File: config.mk
export PLATFORM = sky130hd
export DESIGN_NAME = echo_timer
export DESIGN_NICKNAME = d
export VERILOG_FILES = /design/src/rtl/delay_line_pkg.sv /design/src/rtl/echo_sync_det.sv /design/src/rtl/echo_timer.sv
export SDC_FILE = /design/constraint.sdc
export NUM_CORES = 1
export LEC_CHECK = 0
export CAP_MARGIN = 15
export CORE_MARGIN = 10
export CORE_UTILIZATION = 60
export CTS_CLUSTER_SIZE = 24
export DETAILED_ROUTE_END_ITERATION = 6
export PLACE_DENSITY = 0.87
export SETUP_SLACK_MARGIN = 0.3
export SLEW_MARGIN = 10
export SYNTH_ARGS = -nofsm -noshare
export SYNTH_HDL_FRONTEND = slang
export SYNTH_SLANG_ARGS = --single-unit
File: constraint.sdc
create_clock -name clk -period 6.2 [get_ports clk]
set_clock_uncertainty 0.1 [all_clocks]
set_input_delay 0.93 -clock clk [delete_from_list [all_inputs] [get_ports clk]]
set_output_delay 0.93 -clock clk [all_outputs]
set_load 0.01 [all_outputs]
File: src/rtl/delay_line_pkg.sv
// Shared constants for the delay-line sensing chain (pulse generator, echo timer, host interface).
// Optional macro ECHO_TIMER_FILTER_EN turns on the echo qualification filter.
package delay_line_pkg;

    localparam int CTR_WIDTH_DEF    = 16;
    localparam int BLANK_CLKS_DEF   = 8;
    localparam int TIMEOUT_CLKS_DEF = 1000;
    localparam int SYNC_STAGES_DEF  = 2;
    localparam int FILTER_CLKS_DEF  = 3;

`ifdef ECHO_TIMER_FILTER_EN
    localparam bit FILTER_EN = 1'b1;
`else
    localparam bit FILTER_EN = 1'b0;
`endif

    typedef enum logic [2:0] {
        IDLE   = 3'd0,
        TX     = 3'd1,
        BLANK  = 3'd2,
        LISTEN = 3'd3,
        HOLD   = 3'd4
    } state_t;

    // Cycles between the echo edge and the cycle it is accepted; subtracted to recover the edge time.
    function automatic int filter_offset(input int filter_clks);
        return FILTER_EN ? filter_clks - 1 : 0;
    endfunction

endpackage

File: src/rtl/echo_sync_det.sv
// Echo input synchroniser, rising-edge detector and, with ECHO_TIMER_FILTER_EN, a
// consecutive-high qualification filter that only runs while the timer is listening.
module echo_sync_det
    import delay_line_pkg::*;
#(
    parameter int CTR_WIDTH   = CTR_WIDTH_DEF,
    parameter int SYNC_STAGES = SYNC_STAGES_DEF,
    parameter int FILTER_CLKS = FILTER_CLKS_DEF
) (
    input  logic                 clk,
    input  logic                 reset,
    input  logic                 echo_in,
    input  logic                 listen,
    output logic                 echo_qual,
    output logic [CTR_WIDTH-1:0] qual_offset
);

    logic [SYNC_STAGES-1:0] sync_q;
    logic                   echo_s;
    logic                   echo_prev_q;
    logic                   echo_edge;

    always_ff @(posedge clk) begin
        if (reset) begin
            sync_q      <= '0;
            echo_prev_q <= 1'b0;
        end else begin
            sync_q      <= {sync_q[SYNC_STAGES-2:0], echo_in};
            echo_prev_q <= echo_s;
        end
    end

    assign echo_s      = sync_q[SYNC_STAGES-1];
    assign echo_edge   = echo_s & ~echo_prev_q;
    assign qual_offset = CTR_WIDTH'(filter_offset(FILTER_CLKS));

`ifdef ECHO_TIMER_FILTER_EN
    if (FILTER_CLKS > 1) begin : g_filter
        localparam int RW = $clog2(FILTER_CLKS + 1);
        logic [RW-1:0] run_q;

        // run_q counts high samples since an edge seen inside LISTEN; 0 means not armed.
        always_ff @(posedge clk) begin
            if (reset || !listen) begin
                run_q <= '0;
            end else if (echo_edge) begin
                run_q <= RW'(1);
            end else if (!echo_s) begin
                run_q <= '0;
            end else if (run_q != '0 && run_q != RW'(FILTER_CLKS - 1)) begin
                run_q <= run_q + 1'b1;
            end
        end

        assign echo_qual = listen & echo_s & (run_q == RW'(FILTER_CLKS - 1));
    end else begin : g_single
        assign echo_qual = listen & echo_edge;
    end
`else
    assign echo_qual = listen & echo_edge;
`endif

endmodule

File: src/rtl/echo_timer.sv
// Time-of-flight timer: starts on the transmit burst, blanks, then timestamps the first echo or times out.
// Build option: ECHO_TIMER_FILTER_EN adds multi-cycle echo qualification (see echo_sync_det).
//
// state  | meaning
// IDLE   | waiting for a transmit burst
// TX     | burst in progress, counter running
// BLANK  | post-burst ringing window, echoes ignored
// LISTEN | waiting for echo or timeout
// HOLD   | result presented until accepted
module echo_timer
    import delay_line_pkg::*;
#(
    parameter int CTR_WIDTH    = CTR_WIDTH_DEF,
    parameter int BLANK_CLKS   = BLANK_CLKS_DEF,
    parameter int TIMEOUT_CLKS = TIMEOUT_CLKS_DEF,
    parameter int SYNC_STAGES  = SYNC_STAGES_DEF,
    parameter int FILTER_CLKS  = FILTER_CLKS_DEF
) (
    input  logic                 clk,
    input  logic                 reset,
    input  logic                 tx_active,
    input  logic                 echo_in,
    output logic [CTR_WIDTH-1:0] result,
    output logic                 result_timeout,
    output logic                 result_valid,
    input  logic                 result_ready,
    output logic                 busy,
    output logic                 overrun
);

    localparam int BW = (BLANK_CLKS < 1) ? 1 : $clog2(BLANK_CLKS + 1);

    state_t               state_q, state_d;
    logic [CTR_WIDTH-1:0] counter_q, counter_d, counter_inc;
    logic [CTR_WIDTH-1:0] result_q, result_d, qual_offset;
    logic [BW-1:0]        blank_q, blank_d;
    logic                 result_timeout_q, result_timeout_d;
    logic                 overrun_q, overrun_d;
    logic                 tx_prev_q, tx_rise;
    logic                 listen, echo_qual;

    echo_sync_det #(
        .CTR_WIDTH  (CTR_WIDTH),
        .SYNC_STAGES(SYNC_STAGES),
        .FILTER_CLKS(FILTER_CLKS)
    ) u_sync_det (
        .clk        (clk),
        .reset      (reset),
        .echo_in    (echo_in),
        .listen     (listen),
        .echo_qual  (echo_qual),
        .qual_offset(qual_offset)
    );

    assign tx_rise = tx_active & ~tx_prev_q;
    // Counter value as of the current edge, so a result equals the edge index it was captured on.
    assign counter_inc = (counter_q == '1) ? counter_q : counter_q + 1'b1;

    always_ff @(posedge clk) begin
        if (reset) begin
            state_q          <= IDLE;
            counter_q        <= '0;
            blank_q          <= '0;
            result_q         <= '0;
            result_timeout_q <= 1'b0;
            overrun_q        <= 1'b0;
            tx_prev_q        <= 1'b0;
        end else begin
            state_q          <= state_d;
            counter_q        <= counter_d;
            blank_q          <= blank_d;
            result_q         <= result_d;
            result_timeout_q <= result_timeout_d;
            overrun_q        <= overrun_d;
            tx_prev_q        <= tx_active;
        end
    end

    always_comb begin
        state_d          = state_q;
        counter_d        = counter_q;
        blank_d          = blank_q;
        result_d         = result_q;
        result_timeout_d = result_timeout_q;
        overrun_d        = 1'b0;
        case (state_q)
            IDLE: begin
                if (tx_rise) begin
                    state_d   = TX;
                    counter_d = '0;
                end
            end
            TX: begin
                counter_d = counter_inc;
                if (!tx_active) begin
                    state_d = (BLANK_CLKS == 0) ? LISTEN : BLANK;
                    blank_d = BW'(BLANK_CLKS - 1);
                end
            end
            BLANK: begin
                counter_d = counter_inc;
                if (blank_q == '0) state_d = LISTEN;
                else               blank_d = blank_q - 1'b1;
            end
            LISTEN: begin
                counter_d = counter_inc;
                if (tx_rise) begin
                    state_d   = TX;
                    counter_d = '0;
                end else if (echo_qual) begin
                    state_d          = HOLD;
                    result_d         = counter_inc - qual_offset;
                    result_timeout_d = 1'b0;
                end else if (counter_inc >= CTR_WIDTH'(TIMEOUT_CLKS)) begin
                    state_d          = HOLD;
                    result_d         = CTR_WIDTH'(TIMEOUT_CLKS);
                    result_timeout_d = 1'b1;
                end
            end
            HOLD: begin
                if (result_ready) begin
                    state_d = tx_rise ? TX : IDLE;
                    if (tx_rise) counter_d = '0;
                end else if (tx_rise) begin
                    overrun_d = 1'b1;
                end
            end
            default: state_d = IDLE;
        endcase
    end

    always_comb begin
        listen         = (state_q == LISTEN);
        busy           = (state_q == TX) || (state_q == BLANK) || (state_q == LISTEN);
        result_valid   = (state_q == HOLD);
        result         = result_q;
        result_timeout = result_timeout_q;
        overrun        = overrun_q;
    end

endmodule

# [Yosys cells after proc, flatten, opt, wreduce, memory -nomap -nowiden]
# Cells that the tools add are included.
[word_totals] wordCells=65 reg_bits=45 in_bits=5 output_inout_bits=20
[classes] n_addsub=2 muxes=22 eq_ne=11 n_lt_le_gt_ge=1 n_bitwise=7 n_reduce_logical=13
[op_table] operator="two-way mux 16 bit" n=6
[op_table] operator="one-hot mux 16 bit (4 select lines)" n=1
[op_table] operator="two-way mux 3 bit" n=7
[op_table] operator="adder 16 x 1 -> 16 bit (second input constant)" n=1
[op_table] operator="equality test 16 bit (second input constant)" n=1
[op_table] operator="greater-or-equal comparator 16 x 10 -> 1 bit (second input constant)" n=1
[op_table] operator="one-hot mux 3 bit (5 select lines)" n=1
[op_table] operator="two-way mux 4 bit" n=2
[op_table] operator="inequality test 2 bit (second input constant)" n=4
[op_table] operator="one-hot mux 4 bit (2 select lines)" n=1
[op_table] operator="equality test 3 x 2 -> 1 bit (second input constant)" n=2
[op_table] operator="AND reduction 3 bit" n=2
[op_table] operator="AND reduction 5 bit" n=1
[op_table] operator="logical NOT 4 bit" n=1
[op_table] operator="two-way mux 1 bit" n=4
[op_table] operator="inequality test 4 bit (second input constant)" n=1
[op_table] operator="NOT 1 bit" n=4
[op_table] operator="nonzero test 2 bit" n=2
[op_table] operator="nonzero test 4 bit" n=1
[op_table] operator="subtractor 4 x 1 -> 4 bit (second input constant)" n=1
[op_table] operator="bitwise AND 1 bit" n=3
[op_table] operator="equality test 3 x 1 -> 1 bit (second input constant)" n=1
[op_table] operator="equality test 3 bit (second input constant)" n=1
[op_table] operator="logical NOT 3 bit" n=1
[op_table] operator="5 further kinds" n=6

# [Longest topological paths before layout]
[logic_depth] depth_word=7 depth_mapped=11 depth_no_buf=7

# [By module]
# A second synthesis with hierarchy kept.
[hier_totals] hier_cells=401 area_unflattened_um2=3226.8
[modules_own_cells] module="echo_timer" cells_per_inst=377 instances=1 area_per_inst_um2=3015.4
[modules_own_cells] module="echo_sync_det" cells_per_inst=24 instances=1 area_per_inst_um2=211.5

# [Worst setup path before layout]
# No wires, ideal clock.
[synth_path] path_type="register to register" startpoint="reg counter_q[1]" endpoint="reg state_q[1]" arrival_ns=2.302 path_buffers=4 path_slack_ns=3.671 stages_incl_launch_ff=12 t_required_ns=5.973 cell_sequence="dfxtp_1 ha_1 buf_2 and3_1 clkbuf_1 a21oi_1 a21oi_1 and3_1 and2_1 clkbuf_1 buf_2 o32ai_2"
[synth_between] elab_chain_len=5
[synth_lines] item="from (decl)" line_no="echo_timer.sv:34" text="logic [CTR_WIDTH-1:0] counter_q, counter_d, counter_inc;"
[synth_lines] item="from (signal assigned)" line_no="echo_timer.sv:70" text="counter_q <= counter_d;"
[synth_lines] item="adder 16 x 1 -> 16 bit / equality test 16 bit (equally long branches)" line_no="echo_timer.sv:57" text="assign counter_inc = (counter_q == '1) ? counter_q : counter_q + 1'b1;"
[synth_lines] item="two-way mux 16 bit *" line_no="echo_timer.sv:57"
[synth_lines] item="greater-or-equal comparator 16 x 10 -> 1 bit *" line_no="echo_timer.sv:114" text="end else if (counter_inc >= CTR_WIDTH'(TIMEOUT_CLKS)) begin"
[synth_lines] item="inequality test 4 bit (no source line) *"
[synth_lines] item="AND reduction 5 bit (no source line) *"
[synth_lines] item="to (signal assigned)" line_no="echo_timer.sv:69" text="state_q <= state_d;"
[synth_lines] item="to (decl)" line_no="echo_timer.sv:33" text="state_t state_q, state_d;"
# Mark *: on every way between the ends. The rest lies on a longest branch, timed or not.
# A chain may end at the register's enable or synchronous reset.

# [Worst setup path after layout]
[layout_path] startpoint="reg counter_q[0]" endpoint="reg result_q[0], in the netlist result[0]"
[layout_between] elab_chain_len=5
[layout_lines] item="adder 16 x 1 -> 16 bit / equality test 16 bit (equally long branches)" line_no="echo_timer.sv:57"
[layout_lines] item="two-way mux 16 bit *" line_no="echo_timer.sv:57"
[layout_lines] item="greater-or-equal comparator 16 x 10 -> 1 bit" line_no="echo_timer.sv:114"
[layout_lines] item="nonzero test 2 bit (no source line)"
[layout_lines] item="AND reduction 3 bit (no source line)"
[layout_lines] item="to (signal assigned)" line_no="echo_timer.sv:72" text="result_q <= result_d;"
[layout_lines] item="to (decl)" line_no="echo_timer.sv:35" text="logic [CTR_WIDTH-1:0] result_q, result_d, qual_offset;"
# Marked as above.

==> report_table.html <==
<table>
<tr><th>Metric</th><th>Value</th></tr>
<tr><th colspan="2">Setup path</th></tr>
<tr><td>Launching element type of the critical path</td><td>flop</td></tr>
<tr><td>Critical path class</td><td>reg -&gt; reg</td></tr>
<tr><td>Reg-to-reg startpoint</td><td>counter_q[0]</td></tr>
<tr><td>Critical R2R Capture</td><td>result[0]</td></tr>
<tr><td>Required @ worst endpoint</td><td>6.27 ns</td></tr>
<tr><td>Depth of the most critical reg-to-reg path</td><td>7</td></tr>
<tr><td>R2r setup slk</td><td>2.83 ns</td></tr>
<tr><td>Setup crit end kind</td><td>flop</td></tr>
<tr><td>Crit Path Max Fanout</td><td>18</td></tr>
<tr><td>Launch point of the critical path</td><td>counter_q[0]</td></tr>
<tr><td>Arrival time reported for the critical path endpoint</td><td>3.44 ns</td></tr>
<tr><th colspan="2">Clock tree</th></tr>
<tr><td>Largest buffer count on any clock path</td><td>2</td></tr>
<tr><td>Hold bufs inserted after CTS</td><td>0</td></tr>
<tr><td>Clock-pin slew reported for the worst setup and hold paths after clock tree synthesis</td><td>0.09 ns</td></tr>
<tr><td>Clock buffer count from CTS</td><td>5</td></tr>
<tr><td>Count of cells resized by post-cts repair</td><td>0</td></tr>
<tr><td>Clock latency reported for the late side of the worst-skew pair</td><td>0.31 ns</td></tr>
<tr><td>Maximum level of the CTS H-tree</td><td>2</td></tr>
<tr><td>Post-CTS Setup Bufs</td><td>0</td></tr>
<tr><td>TritonCTS clock tree</td><td>done</td></tr>
<tr><td>Clk Tree Root Cell</td><td>sky130_fd_sc_hd__clkbuf_8</td></tr>
<tr><td>Total clock sinks</td><td>45</td></tr>
<tr><th colspan="2">Global route</th></tr>
<tr><td>Global Route Usage Sum</td><td>18.4%</td></tr>
<tr><td>Sum of overflow across all layers after global routing</td><td>0</td></tr>
<tr><td>Global-route wire length before repair</td><td>11,400 um</td></tr>
<tr><td>Vias in the first global route</td><td>2,342</td></tr>
<tr><td>Antenna violations before repair</td><td>0</td></tr>
<tr><td>Largest net degree at the start of global routing</td><td>33</td></tr>
<tr><th colspan="2">Min path</th></tr>
<tr><td>Destination of the worst hold path</td><td>u_sync_det.sync_q[1]</td></tr>
<tr><td>Hold Startpoint</td><td>u_sync_det.sync_q[0]</td></tr>
<tr><td>Classification of the worst-slack hold path</td><td>reg -&gt; reg</td></tr>
<tr><td>Cells on Worst Hold Path</td><td>1</td></tr>
<tr><th colspan="2">Final layout</th></tr>
<tr><td>Synthesis-to-layout area growth</td><td>9.13%</td></tr>
<tr><td>Layout Cell Area excl Fill</td><td>0.00292 mm2</td></tr>
<tr><td>Flip-flop and latch area</td><td>901 um2</td></tr>
<tr><td>Post-layout nets</td><td>347</td></tr>
<tr><td>Antenna Diode Count</td><td>0</td></tr>
<tr><td>Fraction of final layout cells sized beyond drive strength 1</td><td>6.45%</td></tr>
<tr><td>Area used by multi-input combinational logic</td><td>0.00157 mm2</td></tr>
<tr><td>Fillcell total</td><td>366</td></tr>
<tr><th colspan="2">Floorplan</th></tr>
<tr><td>Die Y</td><td>86.7 um</td></tr>
<tr><td>Row count</td><td>24</td></tr>
<tr><td>Core ar.</td><td>0.00432 mm2</td></tr>
<tr><td>Initial cell density of the core</td><td>61.8%</td></tr>
<tr><td>Count of boundary I/O pins</td><td>25</td></tr>
<tr><td>Width of the chip</td><td>86.7 um</td></tr>
<tr><td>Floorplan die area</td><td>0.00752 mm2</td></tr>
<tr><th colspan="2">STA</th></tr>
<tr><td>Worst relative slew slack</td><td>36.7%</td></tr>
<tr><td>Setup repair after global routing missed its margin</td><td>no</td></tr>
<tr><td>Final period util</td><td>54.4%</td></tr>
<tr><td>FMAX</td><td>297 MHz</td></tr>
<tr><td>Clock period minus final worst setup slack</td><td>3.37 ns</td></tr>
<tr><td>Final hold vios</td><td>0</td></tr>
<tr><td>Measured slew at the worst slew-check pin</td><td>0.949 ns</td></tr>
<tr><td>Worst hold slack</td><td>0.368 ns</td></tr>
<tr><td>Number of slew-limit violations in the final report</td><td>0</td></tr>
<tr><td>Total negative slack</td><td>0 ns</td></tr>
<tr><td>Setup violations, final</td><td>0</td></tr>
<tr><th colspan="2">Route</th></tr>
<tr><td>Post-route antenna net violation count</td><td>0</td></tr>
<tr><td>Overall via count from detail_route</td><td>2,588</td></tr>
<tr><td>Average wire per cell in the routed design</td><td>17.6 um</td></tr>
<tr><td>DRT Pass-1 Iters</td><td>5</td></tr>
<tr><td>DRC violation count after routing</td><td>0</td></tr>
<tr><td>Initial detailed-routing violation count</td><td>475</td></tr>
<tr><td>Routed WL</td><td>6910 um</td></tr>
<tr><td>Vias per inst</td><td>6.59</td></tr>
<tr><th colspan="2">Yosys</th></tr>
<tr><td>Synthesis Warnings</td><td>0</td></tr>
<tr><td>Number of flip-flops and latches in the synthesized netlist</td><td>45</td></tr>
<tr><td>Synthesized area per cell</td><td>7.86 um2</td></tr>
<tr><td>Unique cell type count in the Yosys netlist</td><td>52</td></tr>
<tr><td>EDFF count, synth</td><td>0</td></tr>
<tr><td>Synth top area share</td><td>33.7%</td></tr>
<tr><td>Synth cell count leaders</td><td>sky130_fd_sc_hd__dfxtp_1 (45), sky130_fd_sc_hd__nor2_1 (42), sky130_fd_sc_hd__a21oi_1 (31)</td></tr>
<tr><td>Most common flop cell mapped by yosys</td><td>sky130_fd_sc_hd__dfxtp_1</td></tr>
<tr><td>Top cells by area in the synthesized netlist</td><td>sky130_fd_sc_hd__dfxtp_1 (34%), sky130_fd_sc_hd__nor2_1 (5.9%), sky130_fd_sc_hd__a21oi_1 (5.8%)</td></tr>
<tr><td>Post-synthesis async set-or-reset flop share</td><td>0%</td></tr>
<tr><td>Count leader, synth</td><td>sky130_fd_sc_hd__dfxtp_1</td></tr>
<tr><td>Cell taking the most area after synthesis</td><td>sky130_fd_sc_hd__dfxtp_1</td></tr>
<tr><td>Synthesized netlist net count</td><td>347</td></tr>
<tr><td>Sequential fraction of the synthesis area</td><td>33.7%</td></tr>
<tr><td>Number of instances in the synthesized netlist</td><td>340</td></tr>
<tr><td>Netlist Area Pre-Place</td><td>0.00267 mm2</td></tr>
<tr><th colspan="2">Pwr</th></tr>
<tr><td>Peak supply drop</td><td>0.230 mV</td></tr>
<tr><td>Power Total</td><td>0.697 mW</td></tr>
<tr><td>Power per standard cell area</td><td>239 mW/mm2</td></tr>
<tr><td>Static leakage</td><td>1.01 nW</td></tr>
<tr><th colspan="2">Placement</th></tr>
<tr><td>Half-perimeter wire length after placement</td><td>4730 um</td></tr>
<tr><td>Count of input and output buffers</td><td>24</td></tr>
<tr><td>RePlAce Congestion</td><td>0.912</td></tr>
<tr><td>Placed instance area</td><td>0.00283 mm2</td></tr>
<tr><th colspan="2">Outcome</th></tr>
<tr><td>Status</td><td>completed</td></tr>
<tr><th colspan="2">Run</th></tr>
<tr><td>Max-cap violation count</td><td>0</td></tr>
</table>
-- per-layer routing --
| layer | vias to the layer above | global-route usage (%) | wire [um] |
|---|---|---|---|
| met5 | - | 0 | 0 |
| met4 | 0 | 6.92 | 98 |
| li1 | 1224 | - | - |
| met2 | 126 | 27.4 | 3170 |
| met3 | 10 | 4.50 | 568 |
| met1 | 1228 | 24.9 | 3080 |
-- worst max path at each step --
stage                 end  slack, ns  cells past startpoint
2_1_floorplan  state_q[1]       3.67                     11
3_3_place_gp    result[0]       2.85                      7
3_5_place_dp    result[0]       2.88                      7
4_1_cts         result[0]       2.88                      7
5_1_grt         result[0]       2.54                      7
6_report        result[0]       2.83                      7
-- cell type report --
cell class	instances	area share (%)
Multi-Input combinational cell	252	54.0
Sequential cell	45	30.9
Timing Repair Buffer	26	8.76
Clock buffer	6	2.49
Tap cell	52	2.23
Inverter	10	1.29
Clock inverter	2	0.343
-- critical path: stages, from the launching register on --
cell and delay (ns):
sky130_fd_sc_hd__dfxtp_1 0.51, sky130_fd_sc_hd__ha_1 0.42, sky130_fd_sc_hd__nand4_1 0.20, sky130_fd_sc_hd__nor2_1 0.37, sky130_fd_sc_hd__nand2_1 0.41, sky130_fd_sc_hd__o21ai_0 0.24
sky130_fd_sc_hd__and2_1 0.80, sky130_fd_sc_hd__o32ai_1 0.18
-- sequential cells by signal, indices dropped and copies added (netlist names) --
signal                  cells
blank_q                     4
counter_q                  16
u_sync_det.sync_q           2
state_q                     3
tx_prev_q                   1
result                     16
result_timeout              1
u_sync_det.echo_prev_q      1
overrun                     1
-- where the power goes --
part	switching (mW)	internal [mW]
Sequential	0.0265	0.305
Combinational	0.112	0.0721
Clock	0.103	0.0783
-- stage by stage --
stage | cells | utilization [%] | setup WS (ns)
2_1_floorplan | 340 | - | 3.67
3_3_place_gp | 385 | 65.5 | 2.85
3_5_place_dp | 385 | 65.5 | 2.88
4_1_cts | 393 | 67.4 | 2.88
5_1_grt | 393 | 67.4 | 2.54
6_report | 393 | 67.4 | 2.83
-- cell families (layout without fill, tap and decap cells) --
group	after synthesis	after routing	share of synthesized area (%)
XOR/XNOR	9	9	2.95
multiplexers	6	6	2.25
adder cells (fa/ha/maj)	2	2	0.937
flip-flops	45	45	33.7
buffers and inverters	43	44	7.35
AND/OR/NAND/NOR	122	122	22.3
AO/OA/AOI/OAI	113	113	30.4
-- cell usage in the layout (no fill, tap or decap), types with 2 or more instances in the layout --
cell,count
sky130_fd_sc_hd__and4_1,3
sky130_fd_sc_hd__clkinv_2,2
sky130_fd_sc_hd__nand2b_1,3
sky130_fd_sc_hd__clkbuf_8,5
sky130_fd_sc_hd__buf_4,2
sky130_fd_sc_hd__and3_1,7
sky130_fd_sc_hd__nor2_1,42
sky130_fd_sc_hd__a31oi_1,6
sky130_fd_sc_hd__a2bb2oi_1,2
sky130_fd_sc_hd__o22a_1,5
sky130_fd_sc_hd__o31ai_4,2
sky130_fd_sc_hd__nand2_1,27
sky130_fd_sc_hd__a21o_1,4
sky130_fd_sc_hd__a311oi_1,2
sky130_fd_sc_hd__nor3_1,8
sky130_fd_sc_hd__and2_1,3
sky130_fd_sc_hd__a211oi_1,10
sky130_fd_sc_hd__clkdlybuf4s50_1,24
sky130_fd_sc_hd__dfxtp_1,45
sky130_fd_sc_hd__nand3_1,6
sky130_fd_sc_hd__mux2i_1,6
sky130_fd_sc_hd__xnor2_1,5
sky130_fd_sc_hd__nand4_1,9
sky130_fd_sc_hd__a21oi_1,31
sky130_fd_sc_hd__nor2b_1,5
sky130_fd_sc_hd__ha_1,2
sky130_fd_sc_hd__and3b_1,2
sky130_fd_sc_hd__o21ai_0,20
sky130_fd_sc_hd__xor2_1,4
sky130_fd_sc_hd__a22oi_1,3
sky130_fd_sc_hd__inv_1,10
sky130_fd_sc_hd__o21a_1,4
sky130_fd_sc_hd__o31a_1,6
sky130_fd_sc_hd__o31ai_2,7
sky130_fd_sc_hd__o32ai_1,2
sky130_fd_sc_hd__nand3b_1,2
No activity file was read; power rests on OpenSTA's default activity.
